--- src/rtl/io_pkg.sv ---
// Shared constants for the memory-mapped I/O slave: register offsets,
// TCON bit positions and the active-low 7-segment glyph table.
package io_pkg;

  localparam logic [31:0] BASE_DEFAULT = 32'h4000_0000;

  localparam logic [2:0] OFF_TH     = 3'd0;
  localparam logic [2:0] OFF_TL     = 3'd1;
  localparam logic [2:0] OFF_TCON   = 3'd2;
  localparam logic [2:0] OFF_LED    = 3'd3;
  localparam logic [2:0] OFF_SWITCH = 3'd4;
  localparam logic [2:0] OFF_DIGI   = 3'd5;

  localparam int TCON_RUN = 0;
  localparam int TCON_IE  = 1;
  localparam int TCON_ST  = 2;

  // Entry n is the {dp,g,f,e,d,c,b,a} pattern for hex digit n; dp is always off.
  localparam logic [15:0][7:0] SEG_TABLE = {
    8'h8E, 8'h86, 8'hA1, 8'hC6, 8'h83, 8'h88, 8'h90, 8'h80,
    8'hF8, 8'h82, 8'h92, 8'h99, 8'hB0, 8'hA4, 8'hF9, 8'hC0
  };

  function automatic logic [7:0] hex_to_seg(input logic [3:0] nib);
    return SEG_TABLE[nib];
  endfunction

endpackage

--- src/rtl/seg7_scan.sv ---
// Time-multiplexed scanner for a 4-digit common-anode hex display.
// Each digit slot lasts SCAN_DIV clocks; disabled digits keep their anode off.
module seg7_scan
  import io_pkg::*;
#(
  parameter int SCAN_DIV = 50000
) (
  input  logic        clk,
  input  logic        reset,
  input  logic [15:0] value,
  input  logic [3:0]  en,
  output logic [11:0] digi
);

  localparam int CW = (SCAN_DIV > 1) ? $clog2(SCAN_DIV) : 1;
  localparam logic [CW-1:0] LAST = CW'(SCAN_DIV - 1);

  logic [CW-1:0] scan_cnt_q, scan_cnt_d;
  logic [1:0]    idx_q, idx_d;
  logic [3:0]    anode;
  logic [3:0]    nibble;

  always_comb begin
    scan_cnt_d = scan_cnt_q + 1'b1;
    idx_d      = idx_q;
    if (scan_cnt_q == LAST) begin
      scan_cnt_d = '0;
      idx_d      = idx_q + 2'd1;
    end
  end

  always_ff @(posedge clk) begin
    if (reset) begin
      scan_cnt_q <= '0;
      idx_q      <= '0;
    end else begin
      scan_cnt_q <= scan_cnt_d;
      idx_q      <= idx_d;
    end
  end

  genvar gi;
  generate
    for (gi = 0; gi < 4; gi++) begin : g_anode
      assign anode[gi] = ~(en[gi] && (idx_q == 2'(gi)));
    end
  endgenerate

  assign nibble = value[{idx_q, 2'b00} +: 4];
  assign digi   = {anode, hex_to_seg(nibble)};

endmodule

--- src/rtl/io_bus_slave.sv ---
// Peripheral slave on the CPU data bus: reload timer with interrupt, LEDs,
// synchronised switches and a 7-segment display. Reads are combinational.
module io_bus_slave
  import io_pkg::*;
#(
  parameter int          SCAN_DIV = 50000,
  parameter logic [31:0] BASE     = BASE_DEFAULT
) (
  input  logic        clk,
  input  logic        reset,
  input  logic        rd,
  input  logic        wr,
  input  logic [31:0] addr,
  input  logic [31:0] wdata,
  output logic [31:0] rdata,
  output logic [7:0]  led,
  input  logic [7:0]  switch,
  output logic [11:0] digi,
  output logic        irqout
);

  logic [31:0] th_q, th_d, tl_q, tl_d;
  logic        run_q, run_d, ie_q, ie_d, st_q, st_d;
  logic [7:0]  led_q, led_d;
  logic [7:0]  sw_meta_q, sw_sync_q;
  logic [15:0] digi_val_q, digi_val_d;
  logic [3:0]  digi_en_q, digi_en_d;
  logic        overflow;
  logic [2:0]  off;
  logic        unused_bits;

  assign off         = addr[4:2];
  assign unused_bits = ^{BASE, addr[31:5], addr[1:0]};

  always_comb begin
    th_d       = th_q;
    tl_d       = tl_q;
    run_d      = run_q;
    ie_d       = ie_q;
    st_d       = st_q;
    led_d      = led_q;
    digi_val_d = digi_val_q;
    digi_en_d  = digi_en_q;
    overflow   = 1'b0;

    if (run_q) begin
      if (tl_q == 32'hFFFF_FFFF) begin
        tl_d     = th_q;
        overflow = ie_q;
      end else begin
        tl_d = tl_q + 32'd1;
      end
    end

    if (wr) begin
      case (off)
        OFF_TH:   th_d = wdata;
        OFF_TL:   tl_d = wdata;
        OFF_TCON: begin
          run_d = wdata[TCON_RUN];
          ie_d  = wdata[TCON_IE];
          st_d  = wdata[TCON_ST];
        end
        OFF_LED:  led_d = wdata[7:0];
        OFF_DIGI: begin
          digi_val_d = wdata[15:0];
          digi_en_d  = wdata[19:16];
        end
        default:  ;
      endcase
    end

    // An overflow in the same cycle as a software clear must not be lost.
    if (overflow) st_d = 1'b1;
  end

  always_ff @(posedge clk) begin
    if (reset) begin
      th_q       <= '0;
      tl_q       <= '0;
      run_q      <= 1'b0;
      ie_q       <= 1'b0;
      st_q       <= 1'b0;
      led_q      <= '0;
      sw_meta_q  <= '0;
      sw_sync_q  <= '0;
      digi_val_q <= '0;
      digi_en_q  <= 4'hF;
    end else begin
      th_q       <= th_d;
      tl_q       <= tl_d;
      run_q      <= run_d;
      ie_q       <= ie_d;
      st_q       <= st_d;
      led_q      <= led_d;
      sw_meta_q  <= switch;
      sw_sync_q  <= sw_meta_q;
      digi_val_q <= digi_val_d;
      digi_en_q  <= digi_en_d;
    end
  end

  always_comb begin
    rdata = '0;
    if (rd) begin
      case (off)
        OFF_TH:     rdata = th_q;
        OFF_TL:     rdata = tl_q;
        OFF_TCON:   rdata = {29'd0, st_q, ie_q, run_q};
        OFF_LED:    rdata = {24'd0, led_q};
        OFF_SWITCH: rdata = {24'd0, sw_sync_q};
        OFF_DIGI:   rdata = {12'd0, digi_en_q, digi_val_q};
        default:    rdata = '0;
      endcase
    end
  end

  assign led    = led_q;
  assign irqout = ie_q & st_q;

  seg7_scan #(
    .SCAN_DIV (SCAN_DIV)
  ) u_scan (
    .clk   (clk),
    .reset (reset),
    .value (digi_val_q),
    .en    (digi_en_q),
    .digi  (digi)
  );

endmodule

--- config.mk ---
export PLATFORM = sky130hd
export DESIGN_NAME = io_bus_slave
export DESIGN_NICKNAME = d
export VERILOG_FILES = /design/src/rtl/io_pkg.sv /design/src/rtl/seg7_scan.sv /design/src/rtl/io_bus_slave.sv
export SDC_FILE = /design/constraint.sdc
export NUM_CORES = 1
export LEC_CHECK = 0
export BUFFER_PORTS_ARGS = -buffer_cell sky130_fd_sc_hd__buf_2
export CELL_PAD_IN_SITES_DETAIL_PLACEMENT = 1
export CELL_PAD_IN_SITES_GLOBAL_PLACEMENT = 1
export CORE_UTILIZATION = 41
export DETAILED_ROUTE_END_ITERATION = 6
export GPL_TIMING_DRIVEN = 0
export PLACE_DENSITY_LB_ADDON = 0.2
export RECOVER_POWER = 25
export SETUP_SLACK_MARGIN = 0.02
export SYNTH_ARGS = -nofsm -noshare
export SYNTH_HDL_FRONTEND = slang
export SYNTH_HIERARCHICAL = 1
export SYNTH_SLANG_ARGS = --single-unit
--- constraint.sdc ---
create_clock -name clk -period 2.4 [get_ports clk]
set_input_delay 0.24 -clock clk [delete_from_list [all_inputs] [get_ports clk]]
set_output_delay 0.24 -clock clk [all_outputs]
set_load 0.005 [all_outputs]
==> key figures <==
Yosys
  • Sequential-to-total area share from yosys stat: between 30% and 40%
  • Cells after Synth: 895
  • Post-synthesis mux area share: under 10%
  • Post-synth EDFFs: 0
  • Synth unique cells: 67
  • Xor and xnor area share after synthesis: 3.866%
  • Most used flip-flop cell after synthesis: dfxtp_1
  • Yosys Warn Count: 6
  • Syn Area/Cell: 7.847 um^2
  • Main combinational cell family by area after synthesis: simple AND/OR/NAND/NOR gates
  • Simple-gate share of the synthesized area: 28.31%
  • Syn nets: between 900 and 1000
  • Post-synthesis compound-gate area fraction: between 10% and 20%
  • Synthesized area: about 7000 um^2
  • Adder-Cell Fraction of Synth Area: approximately 2.1%
  • #FFs+latches synth: 129
  • Synth async-reset ratio: 0%

Setup path
  • CP max-delay cell: mux4_2
  • Slowest Stage Delay on Critical Path: approximately 460 ps
  • Required time of the critical path: between 2000 and 2500 ps
  • Crit-path cells: buf_6 -> mux4_2 -> clkinv_4 -> buf_4 -> ha_4 -> a22oi_2 -> o31ai_4 -> buf_2
  • R2R Setup Slk: about 90 ps
  • CP Max Fanout: 5
  • Worst EP arrival: 2260 ps
  • Critical setup path kind: flop to primary output
  • Worst R2R End: tl_q[31]$_SDFF_PP0_
  • R2r worst-path depth: 6
  • Setup crit end kind: primary output
  • Worst Setup SP: u_scan/idx_q[0]$_SDFFE_PP0N_
  • Worst Setup EP: digi[0]
  • Worst r2r src: tl_q[3]$_SDFF_PP0_
  • CP Launch Type: flop

Routing
  • Post-DRT Antenna Nets: 0
  • First drt pass iteration count: 5
  • DRC violations left: 0
  • Via Count: 7289
  • Vias per inst: 5.785
  • DRT Wirelength: 26.93 mm
  • Initial DRC Count: 542
  • DR WL/cell: about 21 um

Die
  • Die W: between 100 and 150 um
  • Core area: 16640 um^2
  • Rows: 47
  • Chip height: between 100 and 150 um
  • Die area: 17660 um^2
  • Ports: 129
  • Initial Util: between 40% and 50%

Worst hold path
  • Hold Crit Class: input pin to flop
  • Hold Crit Start: switch[1]

Power
  • Sw Share: 27.03%
  • Power Total: 5390 uW
  • Combinational Power Share: 8.6%
  • Switching Power: 1457 uW
  • Clk pwr share: 49.3%
  • P_int: 3933 uW
  • Seq pwr share: between 40 and 50%
  • Cell Pwr Density: 614.0 nW/um^2
  • Leakage: around 0.0033 uW
  • Worst vdd ir: roughly 0.53 mV

Placement
  • Dpl cells: 1210
  • Port Buffers: 95
  • Final HPWL DP: around 18 mm
  • GPL Wtd Cong: between 0.8 and 0.9

Final layout
  • Commonest non-fill, non-tap cell in the layout: nand2_1
  • Ant diodes: 0
  • Commonest non-fill, non-tap cells in the layout: nand2_1 (166), dfxtp_1 (123), nor2_1 (100), buf_2 (95), a21oi_1 (84)
  • Share of cells above drive strength 1: 21.63%
  • Area growth from synthesis to layout: 25.00%
  • Final #Nets: between 1000 and 1500
  • Layout Cells excl Fill: roughly 1300

GRT
  • Vias in the first global route: 7160
  • Initial antenna violation count: 0
  • Overflow after GRT: 0
  • Global Route Usage Sum: a little under a third
  • First-pass GRT wire length: 40.57 mm
  • Largest net degree at the start of global routing: 17

STA
  • Hold slack: 24.56 ps
  • Unrepaired setup endpoints after global routing: true
  • Rel. slew slack: 41.95%
  • Max Slew Vio Count: 0
  • Final Hold Viols: 0
  • Setup WS post-layout: -103.3 ps
  • Worst-Margin Slew: slightly below 900 ps
  • Period minus WS final: about 2500 ps
  • # setup viols final: 7
  • Clock Skew: a little over 10 ps
  • Max Clk Rate: roughly 0.4 GHz
  • Setup TNS: -473.1 ps
  • Final worst-path cycle share: 104.3%

Clock network
  • Clk root buf: clkbuf_16
  • CTS buffer count: 17
  • H-Tree Depth: 4
  • Clock transition at the registers of the reported paths: 60 ps
  • Clock tree sinks: 129
  • Later-pin clock latency in the skew report: 430 ps
  • CTS tree: done
  • Clock tree buffer depth: 2

Outcome
  • Status: complete, but fails checks
  • Violations in the final reports: negative setup slack

Flow run
  • Max-cap viol count: 0
-- layout make-up --
cell class | count | area (um^2)
Fill cell | 2087 | 7864
Multi-Input combinational cell | 690 | 4327
Sequential cell | 129 | 2590
Timing Repair Buffer | 117 | 646.9
Clock buffer | 17 | 425.4
Buffer | 58 | 277.8
Tap cell | 220 | 275.3
Clock inverter | 15 | 173.9
Inverter | 14 | 62.56
-- cell usage after synthesis, drive strengths merged, types with 9 or more instances --
| master | count | area, um^2 |
|---|---|---|
| nor3 | 18 | 90.09 |
| xnor2 | 20 | 175.2 |
| a311oi | 9 | 78.83 |
| buf | 11 | 66.31 |
| nand3 | 33 | 170.2 |
| mux2i | 36 | 360.4 |
| a31oi | 10 | 62.56 |
| nand4 | 19 | 146.4 |
| ha | 12 | 150.1 |
| nor4 | 10 | 90.08 |
| nor2 | 100 | 375.4 |
| nand2 | 168 | 630.6 |
| nand2b | 11 | 76.32 |
| mux4 | 9 | 202.7 |
| a21oi | 85 | 425.4 |
| clkbuf | 51 | 191.4 |
| dfxtp | 129 | 2582 |
| nor2b | 22 | 137.6 |
| inv | 13 | 48.80 |
| o21ai | 18 | 90.09 |
| xor2 | 11 | 96.34 |
-- worst min path at each step --
stage                                         to  slack [ps]  depth (start not counted)
finish                   sw_meta_q[1]$_SDFF_PP0_          20                          2
global route             sw_meta_q[5]$_SDFF_PP0_          30                          2
floorplan           u_scan/idx_q[0]$_SDFFE_PP0N_         310                          1
global placement         sw_sync_q[0]$_SDFF_PP0_         420                          1
CTS                      sw_meta_q[3]$_SDFF_PP0_          10                          2
detailed placement       sw_sync_q[0]$_SDFF_PP0_         420                          1
-- critical path, delay by kind of cell, from the launching register on --
kind	cells	cell delay, ps
mux	1	460
compound gates	2	330
flops	1	330
fa+ha+maj	1	170
buf+inv	4	560
-- registers in the layout, indices dropped and copies added (netlist names) --
signal	count
digi_en_q	4
digi_val_q	16
tl_q	32
th_q	32
sw_meta_q	8
ie_q	1
run_q	1
st_q	1
led	8
u_scan/idx_q	2
sw_sync_q	8
u_scan/scan_cnt_q	16
-- per-layer routing --
metal	vias up	track usage [%]	share of wire (%)	wire length, um
met3	60	4.521	5.4	1453
li1	3389	-	-	-
met1	3576	38.84	43	11670
met4	0	11.94	3.2	858
met5	-	0	0	0
met2	264	51.48	48	12950
-- kinds of logic after synthesis --
logic type	count (synthesis)
other	1
flip-flops	129
adder cells (fa/ha/maj)	12
multiplexers	50
buffers and inverters	76
XOR/XNOR	31
AND/OR/NAND/NOR	418
AO/OA/AOI/OAI	178
-- what timing repair did --
item	CTS	global route
resized for setup	43	27
cloned	1	0
buffers inserted	14	7
hold buffers	0	0
pin swaps	9	4
setup endpoints to repair	54	48
-- through the flow --
step | worst slack (ps) | utilization (%) | cell area [um^2]
finish | -103.3 | 52.75 | 8778
global route | -155.3 | 52.75 | 8778
CTS | -45.62 | 51.97 | 8650
detailed placement | -391.5 | 46.71 | 7774
global placement | -416.4 | 46.71 | 7774
floorplan | 379.2 | - | 7023
-- power by group through the flow --
stage	Sequential (uW)	Clock [uW]	Combinational, uW
2_1_floorplan	2280	0	258
3_3_place_gp	2300	0	433
3_5_place_dp	2300	0	439
4_1_cts	2260	2680	455
5_1_grt	2270	2780	499
6_report	2270	2660	465
(Power assumes the default switching activity.)
